**config.mk**
```make
export PLATFORM = sky130hd
export DESIGN_NAME = llr_replay_tx_flat
export DESIGN_NICKNAME = d
export VERILOG_FILES = /design/src/rtl/llr_replay_tx_if.sv /design/src/rtl/llr_replay_tx.sv /design/src/flat_wrapper.sv
export SDC_FILE = /design/constraint.sdc
export NUM_CORES = 1
export LEC_CHECK = 0
export ABC_AREA = 1
export CAP_MARGIN = 20
export CORE_AREA = 3 3 441 443
export CTS_CLUSTER_SIZE = 14
export DETAILED_ROUTE_END_ITERATION = 10
export DIE_AREA = 0 0 444 446
export PLACE_DENSITY = 0.4
export SLEW_MARGIN = 15
export SYNTH_ARGS = -nofsm -noshare
export SYNTH_HDL_FRONTEND = slang
export SYNTH_SLANG_ARGS = --single-unit
```
**constraint.sdc**
```tcl
create_clock -name clk -period 28.5 [get_ports clk]
set_clock_uncertainty 0.1 [all_clocks]
set_input_delay 2.85 -clock clk [delete_from_list [all_inputs] [get_ports clk]]
set_output_delay 2.85 -clock clk [all_outputs]
set_load 0.01 [all_outputs]
```
**src/rtl/llr_replay_tx_if.sv**
```systemverilog
// Bundle between the link-layer retry responder and its neighbours: retry request
// decode, retry-buffer read port and counters, and the flit path into the packer.
// The master side is the surrounding link layer; the slave side is llr_replay_tx.
interface llr_replay_tx_if #(
  parameter int FLIT_W = 528,
  parameter int PTR_W  = 8
);
  logic              retry_req_valid;
  logic [PTR_W-1:0]  retry_req_eseq;
  logic              replay_abort;
  logic [PTR_W-1:0]  wrt_ptr;
  logic [PTR_W-1:0]  llrb_count;
  logic [4:0]        num_retry;
  logic [4:0]        num_phy_reinit;
  logic              llrb_rd_en;
  logic [PTR_W-1:0]  llrb_rd_addr;
  logic [FLIT_W-1:0] llrb_rd_data;
  logic              flit_valid;
  logic              flit_ready;
  logic              flit_is_ack;
  logic [FLIT_W-1:0] flit_data;
  logic [PTR_W-1:0]  flit_seq;
  logic              ack_empty;
  logic [PTR_W-1:0]  ack_wrt_ptr;
  logic [4:0]        ack_num_retry;
  logic [4:0]        ack_num_phy_reinit;
  logic              replay_busy;
  logic              replay_done;
  logic              eseq_err;

  modport master (
    output retry_req_valid, retry_req_eseq, replay_abort, wrt_ptr, llrb_count,
           num_retry, num_phy_reinit, llrb_rd_data, flit_ready,
    input  llrb_rd_en, llrb_rd_addr, flit_valid, flit_is_ack, flit_data, flit_seq,
           ack_empty, ack_wrt_ptr, ack_num_retry, ack_num_phy_reinit,
           replay_busy, replay_done, eseq_err
  );

  modport slave (
    input  retry_req_valid, retry_req_eseq, replay_abort, wrt_ptr, llrb_count,
           num_retry, num_phy_reinit, llrb_rd_data, flit_ready,
    output llrb_rd_en, llrb_rd_addr, flit_valid, flit_is_ack, flit_data, flit_seq,
           ack_empty, ack_wrt_ptr, ack_num_retry, ack_num_phy_reinit,
           replay_busy, replay_done, eseq_err
  );
endinterface

```
**src/rtl/llr_replay_tx.sv**
```systemverilog
// Transmit-side link-layer retry responder. A RETRY.Req produces one RETRY.Ack and
// then a replay of the retry buffer from the requested ESeq up to the write pointer.
// Each replayed flit costs one read cycle (FETCH) plus at least one offer cycle (SEND).
// In the first SEND cycle the flit comes straight from the buffer read port; it is
// also captured so it stays stable for as long as the packer back-pressures.
module llr_replay_tx #(
  parameter int FLIT_W = 528,
  parameter int PTR_W  = 8
) (
  input  logic          clk,
  input  logic          rst,
  llr_replay_tx_if.slave bus
);

  typedef enum logic [1:0] {
    IDLE  = 2'd0,
    ACK   = 2'd1,
    FETCH = 2'd2,
    SEND  = 2'd3
  } state_t;

  state_t            state_r;
  logic [PTR_W-1:0]  rd_ptr_r;
  logic [PTR_W-1:0]  wp_r;
  logic              ack_only_r;
  logic              pend_valid_r;
  logic [PTR_W-1:0]  pend_eseq_r;
  logic [FLIT_W-1:0] hold_r;
  logic              first_r;
  logic              flit_valid_r;
  logic              flit_is_ack_r;
  logic [PTR_W-1:0]  flit_seq_r;
  logic              rd_en_r;
  logic [PTR_W-1:0]  rd_addr_r;
  logic              ack_empty_r;
  logic [PTR_W-1:0]  ack_wrt_ptr_r;
  logic [4:0]        ack_num_retry_r;
  logic [4:0]        ack_num_phy_reinit_r;
  logic              busy_r;
  logic              done_r;
  logic              eseq_err_r;

  logic              req_go_s;
  logic [PTR_W-1:0]  req_eseq_s;
  logic [PTR_W-1:0]  span_s;
  logic              cnt_empty_s;
  logic              window_err_s;
  logic              handshake_s;
  logic [PTR_W-1:0]  rd_next_s;
  logic              restart_s;
  logic              send_last_s;

  // Request selection (a fresh request beats the pending one) and window/handshake decode.
  always_comb begin
    req_go_s     = bus.retry_req_valid | pend_valid_r;
    req_eseq_s   = pend_eseq_r;
    if (bus.retry_req_valid) begin
      req_eseq_s = bus.retry_req_eseq;
    end else begin
      req_eseq_s = pend_eseq_r;
    end
    span_s       = bus.wrt_ptr - req_eseq_s;
    cnt_empty_s  = (bus.llrb_count == '0);
    window_err_s = 1'b0;
    if (cnt_empty_s) begin
      window_err_s = 1'b0;
    end else begin
      window_err_s = (span_s > bus.llrb_count);
    end
    handshake_s  = flit_valid_r & bus.flit_ready;
    rd_next_s    = rd_ptr_r + PTR_W'(1);
    restart_s    = pend_valid_r | bus.retry_req_valid;
    send_last_s  = (rd_next_s == wp_r);
  end

  // Replay FSM with registered outputs; abort clears everything including the pending request.
  always_ff @(posedge clk or posedge rst) begin
    if (rst) begin
      state_r              <= IDLE;
      rd_ptr_r             <= '0;
      wp_r                 <= '0;
      ack_only_r           <= 1'b0;
      pend_valid_r         <= 1'b0;
      pend_eseq_r          <= '0;
      hold_r               <= '0;
      first_r              <= 1'b0;
      flit_valid_r         <= 1'b0;
      flit_is_ack_r        <= 1'b0;
      flit_seq_r           <= '0;
      rd_en_r              <= 1'b0;
      rd_addr_r            <= '0;
      ack_empty_r          <= 1'b0;
      ack_wrt_ptr_r        <= '0;
      ack_num_retry_r      <= '0;
      ack_num_phy_reinit_r <= '0;
      busy_r               <= 1'b0;
      done_r               <= 1'b0;
      eseq_err_r           <= 1'b0;
    end else if (bus.replay_abort) begin
      state_r              <= IDLE;
      pend_valid_r         <= 1'b0;
      hold_r               <= '0;
      first_r              <= 1'b0;
      flit_valid_r         <= 1'b0;
      flit_is_ack_r        <= 1'b0;
      flit_seq_r           <= '0;
      rd_en_r              <= 1'b0;
      rd_addr_r            <= '0;
      ack_empty_r          <= 1'b0;
      ack_wrt_ptr_r        <= '0;
      ack_num_retry_r      <= '0;
      ack_num_phy_reinit_r <= '0;
      busy_r               <= 1'b0;
      done_r               <= 1'b0;
      eseq_err_r           <= 1'b0;
    end else begin
      done_r     <= 1'b0;
      eseq_err_r <= 1'b0;
      case (state_r)
        IDLE: begin
          pend_valid_r <= 1'b0;
          if (req_go_s) begin
            if (window_err_s) begin
              eseq_err_r <= 1'b1;
            end else begin
              state_r              <= ACK;
              busy_r               <= 1'b1;
              flit_valid_r         <= 1'b1;
              flit_is_ack_r        <= 1'b1;
              flit_seq_r           <= '0;
              wp_r                 <= bus.wrt_ptr;
              rd_ptr_r             <= req_eseq_s;
              ack_only_r           <= cnt_empty_s | (span_s == '0);
              ack_empty_r          <= cnt_empty_s;
              ack_wrt_ptr_r        <= bus.wrt_ptr;
              ack_num_retry_r      <= bus.num_retry;
              ack_num_phy_reinit_r <= bus.num_phy_reinit;
            end
          end
        end
        ACK: begin
          if (bus.retry_req_valid) begin
            pend_valid_r <= 1'b1;
            pend_eseq_r  <= bus.retry_req_eseq;
          end
          if (handshake_s) begin
            flit_valid_r  <= 1'b0;
            flit_is_ack_r <= 1'b0;
            if (ack_only_r) begin
              // An earlier pending request means this replay is being superseded.
              done_r  <= ~pend_valid_r;
              state_r <= IDLE;
              busy_r  <= 1'b0;
            end else if (restart_s) begin
              state_r <= IDLE;
              busy_r  <= 1'b0;
            end else begin
              state_r   <= FETCH;
              rd_en_r   <= 1'b1;
              rd_addr_r <= rd_ptr_r;
            end
          end
        end
        FETCH: begin
          if (bus.retry_req_valid) begin
            pend_valid_r <= 1'b1;
            pend_eseq_r  <= bus.retry_req_eseq;
          end
          rd_en_r      <= 1'b0;
          state_r      <= SEND;
          flit_valid_r <= 1'b1;
          flit_seq_r   <= rd_ptr_r;
          first_r      <= 1'b1;
        end
        SEND: begin
          if (bus.retry_req_valid) begin
            pend_valid_r <= 1'b1;
            pend_eseq_r  <= bus.retry_req_eseq;
          end
          first_r <= 1'b0;
          if (first_r) begin
            hold_r <= bus.llrb_rd_data;
          end
          if (handshake_s) begin
            flit_valid_r <= 1'b0;
            flit_seq_r   <= '0;
            hold_r       <= '0;
            rd_ptr_r     <= rd_next_s;
            if (send_last_s) begin
              done_r  <= ~pend_valid_r;
              state_r <= IDLE;
              busy_r  <= 1'b0;
            end else if (restart_s) begin
              state_r <= IDLE;
              busy_r  <= 1'b0;
            end else begin
              state_r   <= FETCH;
              rd_en_r   <= 1'b1;
              rd_addr_r <= rd_next_s;
            end
          end
        end
        default: begin
          state_r <= IDLE;
          busy_r  <= 1'b0;
        end
      endcase
    end
  end

  assign bus.llrb_rd_en         = rd_en_r;
  assign bus.llrb_rd_addr       = rd_addr_r;
  assign bus.flit_valid         = flit_valid_r;
  assign bus.flit_is_ack        = flit_is_ack_r;
  assign bus.flit_data          = first_r ? bus.llrb_rd_data : hold_r;
  assign bus.flit_seq           = flit_seq_r;
  assign bus.ack_empty          = ack_empty_r;
  assign bus.ack_wrt_ptr        = ack_wrt_ptr_r;
  assign bus.ack_num_retry      = ack_num_retry_r;
  assign bus.ack_num_phy_reinit = ack_num_phy_reinit_r;
  assign bus.replay_busy        = busy_r;
  assign bus.replay_done        = done_r;
  assign bus.eseq_err           = eseq_err_r;

endmodule
```
**src/flat_wrapper.sv**
```systemverilog
// flat-port wrapper written by rule: the top's interface ports become plain ports
module llr_replay_tx_flat 
#(
  parameter int FLIT_W = 528,
  parameter int PTR_W  = 8
)
  (clk, rst, bus_retry_req_valid, bus_retry_req_eseq, bus_replay_abort, bus_wrt_ptr, bus_llrb_count, bus_num_retry, bus_num_phy_reinit, bus_llrb_rd_data, bus_flit_ready, bus_llrb_rd_en, bus_llrb_rd_addr, bus_flit_valid, bus_flit_is_ack, bus_flit_data, bus_flit_seq, bus_ack_empty, bus_ack_wrt_ptr, bus_ack_num_retry, bus_ack_num_phy_reinit, bus_replay_busy, bus_replay_done, bus_eseq_err);
  llr_replay_tx_if #(.FLIT_W(FLIT_W), .PTR_W(PTR_W)) bus_i ();
  input  logic clk;
  input  logic rst;
  input wire logic [$bits(bus_i.retry_req_valid)-1:0] bus_retry_req_valid;
  input wire logic [$bits(bus_i.retry_req_eseq)-1:0] bus_retry_req_eseq;
  input wire logic [$bits(bus_i.replay_abort)-1:0] bus_replay_abort;
  input wire logic [$bits(bus_i.wrt_ptr)-1:0] bus_wrt_ptr;
  input wire logic [$bits(bus_i.llrb_count)-1:0] bus_llrb_count;
  input wire logic [$bits(bus_i.num_retry)-1:0] bus_num_retry;
  input wire logic [$bits(bus_i.num_phy_reinit)-1:0] bus_num_phy_reinit;
  input wire logic [$bits(bus_i.llrb_rd_data)-1:0] bus_llrb_rd_data;
  input wire logic [$bits(bus_i.flit_ready)-1:0] bus_flit_ready;
  output wire logic [$bits(bus_i.llrb_rd_en)-1:0] bus_llrb_rd_en;
  output wire logic [$bits(bus_i.llrb_rd_addr)-1:0] bus_llrb_rd_addr;
  output wire logic [$bits(bus_i.flit_valid)-1:0] bus_flit_valid;
  output wire logic [$bits(bus_i.flit_is_ack)-1:0] bus_flit_is_ack;
  output wire logic [$bits(bus_i.flit_data)-1:0] bus_flit_data;
  output wire logic [$bits(bus_i.flit_seq)-1:0] bus_flit_seq;
  output wire logic [$bits(bus_i.ack_empty)-1:0] bus_ack_empty;
  output wire logic [$bits(bus_i.ack_wrt_ptr)-1:0] bus_ack_wrt_ptr;
  output wire logic [$bits(bus_i.ack_num_retry)-1:0] bus_ack_num_retry;
  output wire logic [$bits(bus_i.ack_num_phy_reinit)-1:0] bus_ack_num_phy_reinit;
  output wire logic [$bits(bus_i.replay_busy)-1:0] bus_replay_busy;
  output wire logic [$bits(bus_i.replay_done)-1:0] bus_replay_done;
  output wire logic [$bits(bus_i.eseq_err)-1:0] bus_eseq_err;
  assign bus_i.retry_req_valid = bus_retry_req_valid;
  assign bus_i.retry_req_eseq = bus_retry_req_eseq;
  assign bus_i.replay_abort = bus_replay_abort;
  assign bus_i.wrt_ptr = bus_wrt_ptr;
  assign bus_i.llrb_count = bus_llrb_count;
  assign bus_i.num_retry = bus_num_retry;
  assign bus_i.num_phy_reinit = bus_num_phy_reinit;
  assign bus_i.llrb_rd_data = bus_llrb_rd_data;
  assign bus_i.flit_ready = bus_flit_ready;
  assign bus_llrb_rd_en = bus_i.llrb_rd_en;
  assign bus_llrb_rd_addr = bus_i.llrb_rd_addr;
  assign bus_flit_valid = bus_i.flit_valid;
  assign bus_flit_is_ack = bus_i.flit_is_ack;
  assign bus_flit_data = bus_i.flit_data;
  assign bus_flit_seq = bus_i.flit_seq;
  assign bus_ack_empty = bus_i.ack_empty;
  assign bus_ack_wrt_ptr = bus_i.ack_wrt_ptr;
  assign bus_ack_num_retry = bus_i.ack_num_retry;
  assign bus_ack_num_phy_reinit = bus_i.ack_num_phy_reinit;
  assign bus_replay_busy = bus_i.replay_busy;
  assign bus_replay_done = bus_i.replay_done;
  assign bus_eseq_err = bus_i.eseq_err;
  llr_replay_tx #(.FLIT_W(FLIT_W), .PTR_W(PTR_W)) u_core (.clk(clk), .rst(rst), .bus(bus_i));
endmodule
```
==> impl_metrics.tcl <==
set metrics [dict create \
    dpl.hpwl_um 125400 \
    yosysTopAreaCellShare_pct 50.50 \
    synth.largest_area_cell "dfrtp_1" \
    dominant_combinational_cell_family_by_area_after_synthesis "compound AO/OA/AOI/OAI gates" \
    yosys.area_share.simple_pct 16.82 \
    avgRoutedWirePerCell_um 22.13 \
    netlist_area_um2 29630 \
    setup-violations-final 0 \
    worst_slew_margin_rel_pct 21.06 \
    register_to_register_path_depth 12 \
    clock_latency_ns 0.69 \
    viasPerCell 4.010 \
    critPathArrivalTime_ns 5.60 \
    detail_route.wirelength_um 166500 \
    grtUsageTotal_pct 16.19 \
    clockRootBuffer "clkbuf_16" \
    grt_antenna_before_repair 91 \
    die_height_um 446 \
    post-route-drc-count 0 \
    peakVddDrop_mv 0.04053 \
    first_pass_grt_wire_length_um 232400 \
    critical_path_source_type "flip-flop" \
    placement_rows 160 \
    synth_fa_ha_area_share_pct 0.9121 \
    sequentialPowerShare_pct 33.8 \
    drt_pre_antenna_iters 8 \
    timing.final.crit_share_pct 29.99 \
    tightestPinTransition_ns 1.172 \
    overall_via_count_from_detail_route 30160 \
    switching_share_pct 32.82 \
    initial_core_util_pct 15.56 \
    min-delay-path-class "flip-flop to flip-flop" \
    detail_route.iter0.violations 2245 \
    synth_xor_area_share_pct 0.2365 \
    maxCapViolCount 0 \
    antenna_violating_nets_post_route 0 \
    worstPathBufferInverterCount 5 \
    yosysSeqAreaShare_pct 50.50 \
    syn_inst 3920 \
    grt.overflow.total 0 \
    cts.repair_timing.setup_buffer_count 0 \
    cpPeakStageDelay_ns 0.77 \
    clkTransAtPathRegs_ns 0.05 \
    floorplan.die_area_um2 198000 \
    tritoncts.num_buffers 87 \
    placedInstanceArea_um2 43340 \
    area_growth_pct 56.07 \
    maximum_fanout_along_the_worst_path 213 \
    dominantRegCellSynth "dfrtp_1" \
    ctsLongestPathBuffers 3 \
    grt_pass1_vias 29410 \
    min_tclk_post_route_ns 8.548 \
    clock_sinks 598 \
    synth_top_cells_by_area "dfrtp_1 (51%), o21ai_0 (19%), nand2_1 (15%), inv_1 (7.7%), buf_2 (2.1%)" \
    worst_path_dominant_cell_family "buffers and inverters" \
    synthesis.nets 4508 \
    final_critical_path_setup_slack_ns 19.95 \
    worst_hold_path.num_cells 2 \
    switchingPower_uw 886.5 \
    critical_path.cell_chain "buf_12 > buf_4 > buf_4 > buf_4 > nand2_1 > o21ai_0 > clkdlybuf4s50_1" \
    timing.critical_path.mode_cell "buf_4" \
    post_synth_num_cell_types 40 \
    async_flop_share_pct 100.0 \
    preCtsSetupSlack_ns 20.55 \
    critical_path.endpoint_type "primary output" \
    core_um2 190400 \
    grt_setup_unrepaired "false" \
    most_common_library_cells_after_synthesis "nand2_1 (1173), o21ai_0 (1103), inv_1 (604), dfrtp_1 (598), clkbuf_1 (123)" \
    slowest_cp_cell "buf_4" \
    ys_ff_latch 598 \
    count_leader_synth "nand2_1" \
    totalNegativeSetupSlack_ns 0 \
    timing.hold.worst_endpoint "u_core.bus.flit_seq[5]" \
    synth.mux.area_fraction_pct 0.2027 \
    htree_levels 3 \
    edff_count_synth 0 \
    hold_path.startpoint "u_core.bus.flit_seq[5]" \
    syn-mean-instance-area_um2 7.559 \
    number_of_nets_in_the_layout 5515 \
    run_status "finished clean" \
    p_comb_share_pct 25.2 \
    port-buffer-count 1135 \
    static-leakage-power_uw 0.01774 \
    cts_repair_resize_count 0 \
    yosys_warns 0 \
    p_int_uw 1815 \
    cts_hold_buf 0 \
    stdcell_area_um2 46240 \
    critPathKind "flip-flop to primary output" \
    finalWeightedCongestion 0.8797 \
    synth_compound_area_share_pct 19.86 \
    fill_cells 21036 \
    worstPathRequired_ns 25.55 \
    ioPinCount 1136 \
    max_clock_freq_mhz 117.0 \
    die_x_um 444 \
    crit-reg2reg-launch "u_core.state_r[0]" \
    final-max-slew-violation-count 0 \
    maximum_number_of_pins_on_one_net_before_global_route_repair 232 \
    hold_violations 0 \
    power_density_normalized_to_cell_area_nw_per_um2 58.41 \
    clock_tree_from_tritoncts "yes" \
    reg2reg_setup_slack_ns 23.29 \
    power.clock.fraction_pct 41.0 \
    post_route_cells_drive_above_1_share_pct 4.089 \
    rr_endpoint "u_core.hold_r[255]" \
]
==> sequential cells by signal (all words and copies together), names as in the netlist <==
register,flops
u_core.bus.replay_busy,1
u_core.bus.ack_wrt_ptr,8
u_core.bus.ack_num_phy_reinit,5
u_core.pend_eseq_r,8
u_core.first_r,1
u_core.bus.eseq_err,1
u_core.hold_r,528
u_core.pend_valid_r,1
u_core.bus.llrb_rd_addr,8
u_core.bus.replay_done,1
u_core.rd_ptr_r,8
u_core.bus.flit_seq,8
u_core.bus.llrb_rd_en,1
u_core.bus.ack_empty,1
u_core.bus.ack_num_retry,5
u_core.state_r,2
u_core.ack_only_r,1
u_core.wp_r,8
u_core.bus.flit_valid,1
u_core.bus.flit_is_ack,1
==> metal layers <==
metal  routed length [µm]  share of wire (%)  global-route usage [%]  vias up
met5                  282               0.17                       0        -
met4                 4618                2.8                   4.339       46
met3                12960                7.8                   4.867      251
met2                78740                 47                   26.68     1010
met1                69850                 42                   20.48    14467
li1                     -                  -                       -    14386
==> cells by family after synthesis <==
| group | after synthesis |
|---|---|
| adders and majority gates | 21 |
| DFF | 598 |
| and+or+nand+nor | 1269 |
| buffers and inverters | 860 |
| muxes | 6 |
| xor gates and xnor gates | 8 |
| AOI/OAI and AO/OA | 1158 |
==> power groups by stage <==
| stage | clock network [µW] | registers, µW | logic [µW] |
|---|---|---|---|
| after detailed placement | 0 | 929 | 693 |
| final | 1110 | 914 | 680 |
| after global routing | 1190 | 919 | 743 |
| after floorplan | 0 | 926 | 309 |
| after CTS | 1160 | 914 | 697 |
| after global placement | 0 | 929 | 696 |
==> final cells by class <==
type | instances | area, µm² | share of cell area (%)
multi-input cells | 2462 | 11270 | 24.37
clock buffers | 132 | 2579 | 5.576
clock inverters | 19 | 272.8 | 0.5898
flip-flops and latches | 598 | 14970 | 32.37
diodes | 21 | 52.55 | 0.1136
repair buffers | 1164 | 11640 | 25.17
inverters | 614 | 2320 | 5.016
well taps | 2511 | 3142 | 6.794
==> how the worst max path moves through the flow <==
stage                           startpoint                  to  cells after the start
after floorplan                        rst   u_core.ack_only_r                      1
after global placement    bus_replay_abort  u_core.hold_r[255]                     10
after detailed placement    u_core.first_r  bus_flit_data[452]                      7
after CTS                   u_core.first_r  bus_flit_data[452]                      7
after global routing        u_core.first_r  bus_flit_data[452]                      7
final                       u_core.first_r  bus_flit_data[452]                      7
==> stage by stage <==
stage | power [µW] | utilization, % | instances | hold slack (ns)
floorplan | 1234 | - | 3920 | 0.3451
global placement | 1624 | 22.76 | 7349 | 0.3638
detailed placement | 1622 | 22.76 | 7349 | 0.3721
CTS | 2767 | 24.26 | 7500 | 0.3865
global route | 2848 | 24.27 | 7508 | 0.4019
finish | 2701 | 24.29 | 7521 | 0.3797
==> cells in the final DEF, fill, tap and decap left out, drive strengths merged <==
cell,n
o21bai,2
o21a,1
ha,20
dfrtp,598
o21ai,1124
inv,618
a21oi,12
clkinvlp,1
xnor2,3
buf,29
and2,1
a21o,1
nor2,30
or2,3
clkinv,10
o211ai,7
xor2,5
clkdlybuf4s50,1135
o31ai,1
clkbuf,132
fa,1
nand2,1180
nand3b,1
mux2i,6
diode,21
nand4,6
a31oi,2
nor4,3
nand3,45
bufinv,4
a22oi,1
o22ai,7
==> worst register-to-register path: cells and delay by family, from the launching register on <==
kind                     cells  cell delay [ns]
AO/OA/AOI/OAI                1             0.13
adder cells (fa/ha/maj)      1             0.17
AND/OR/NAND/NOR              3             0.76
flip-flops                   1             0.40
buffers and inverters        7             3.58
(Power assumes the default switching activity.)
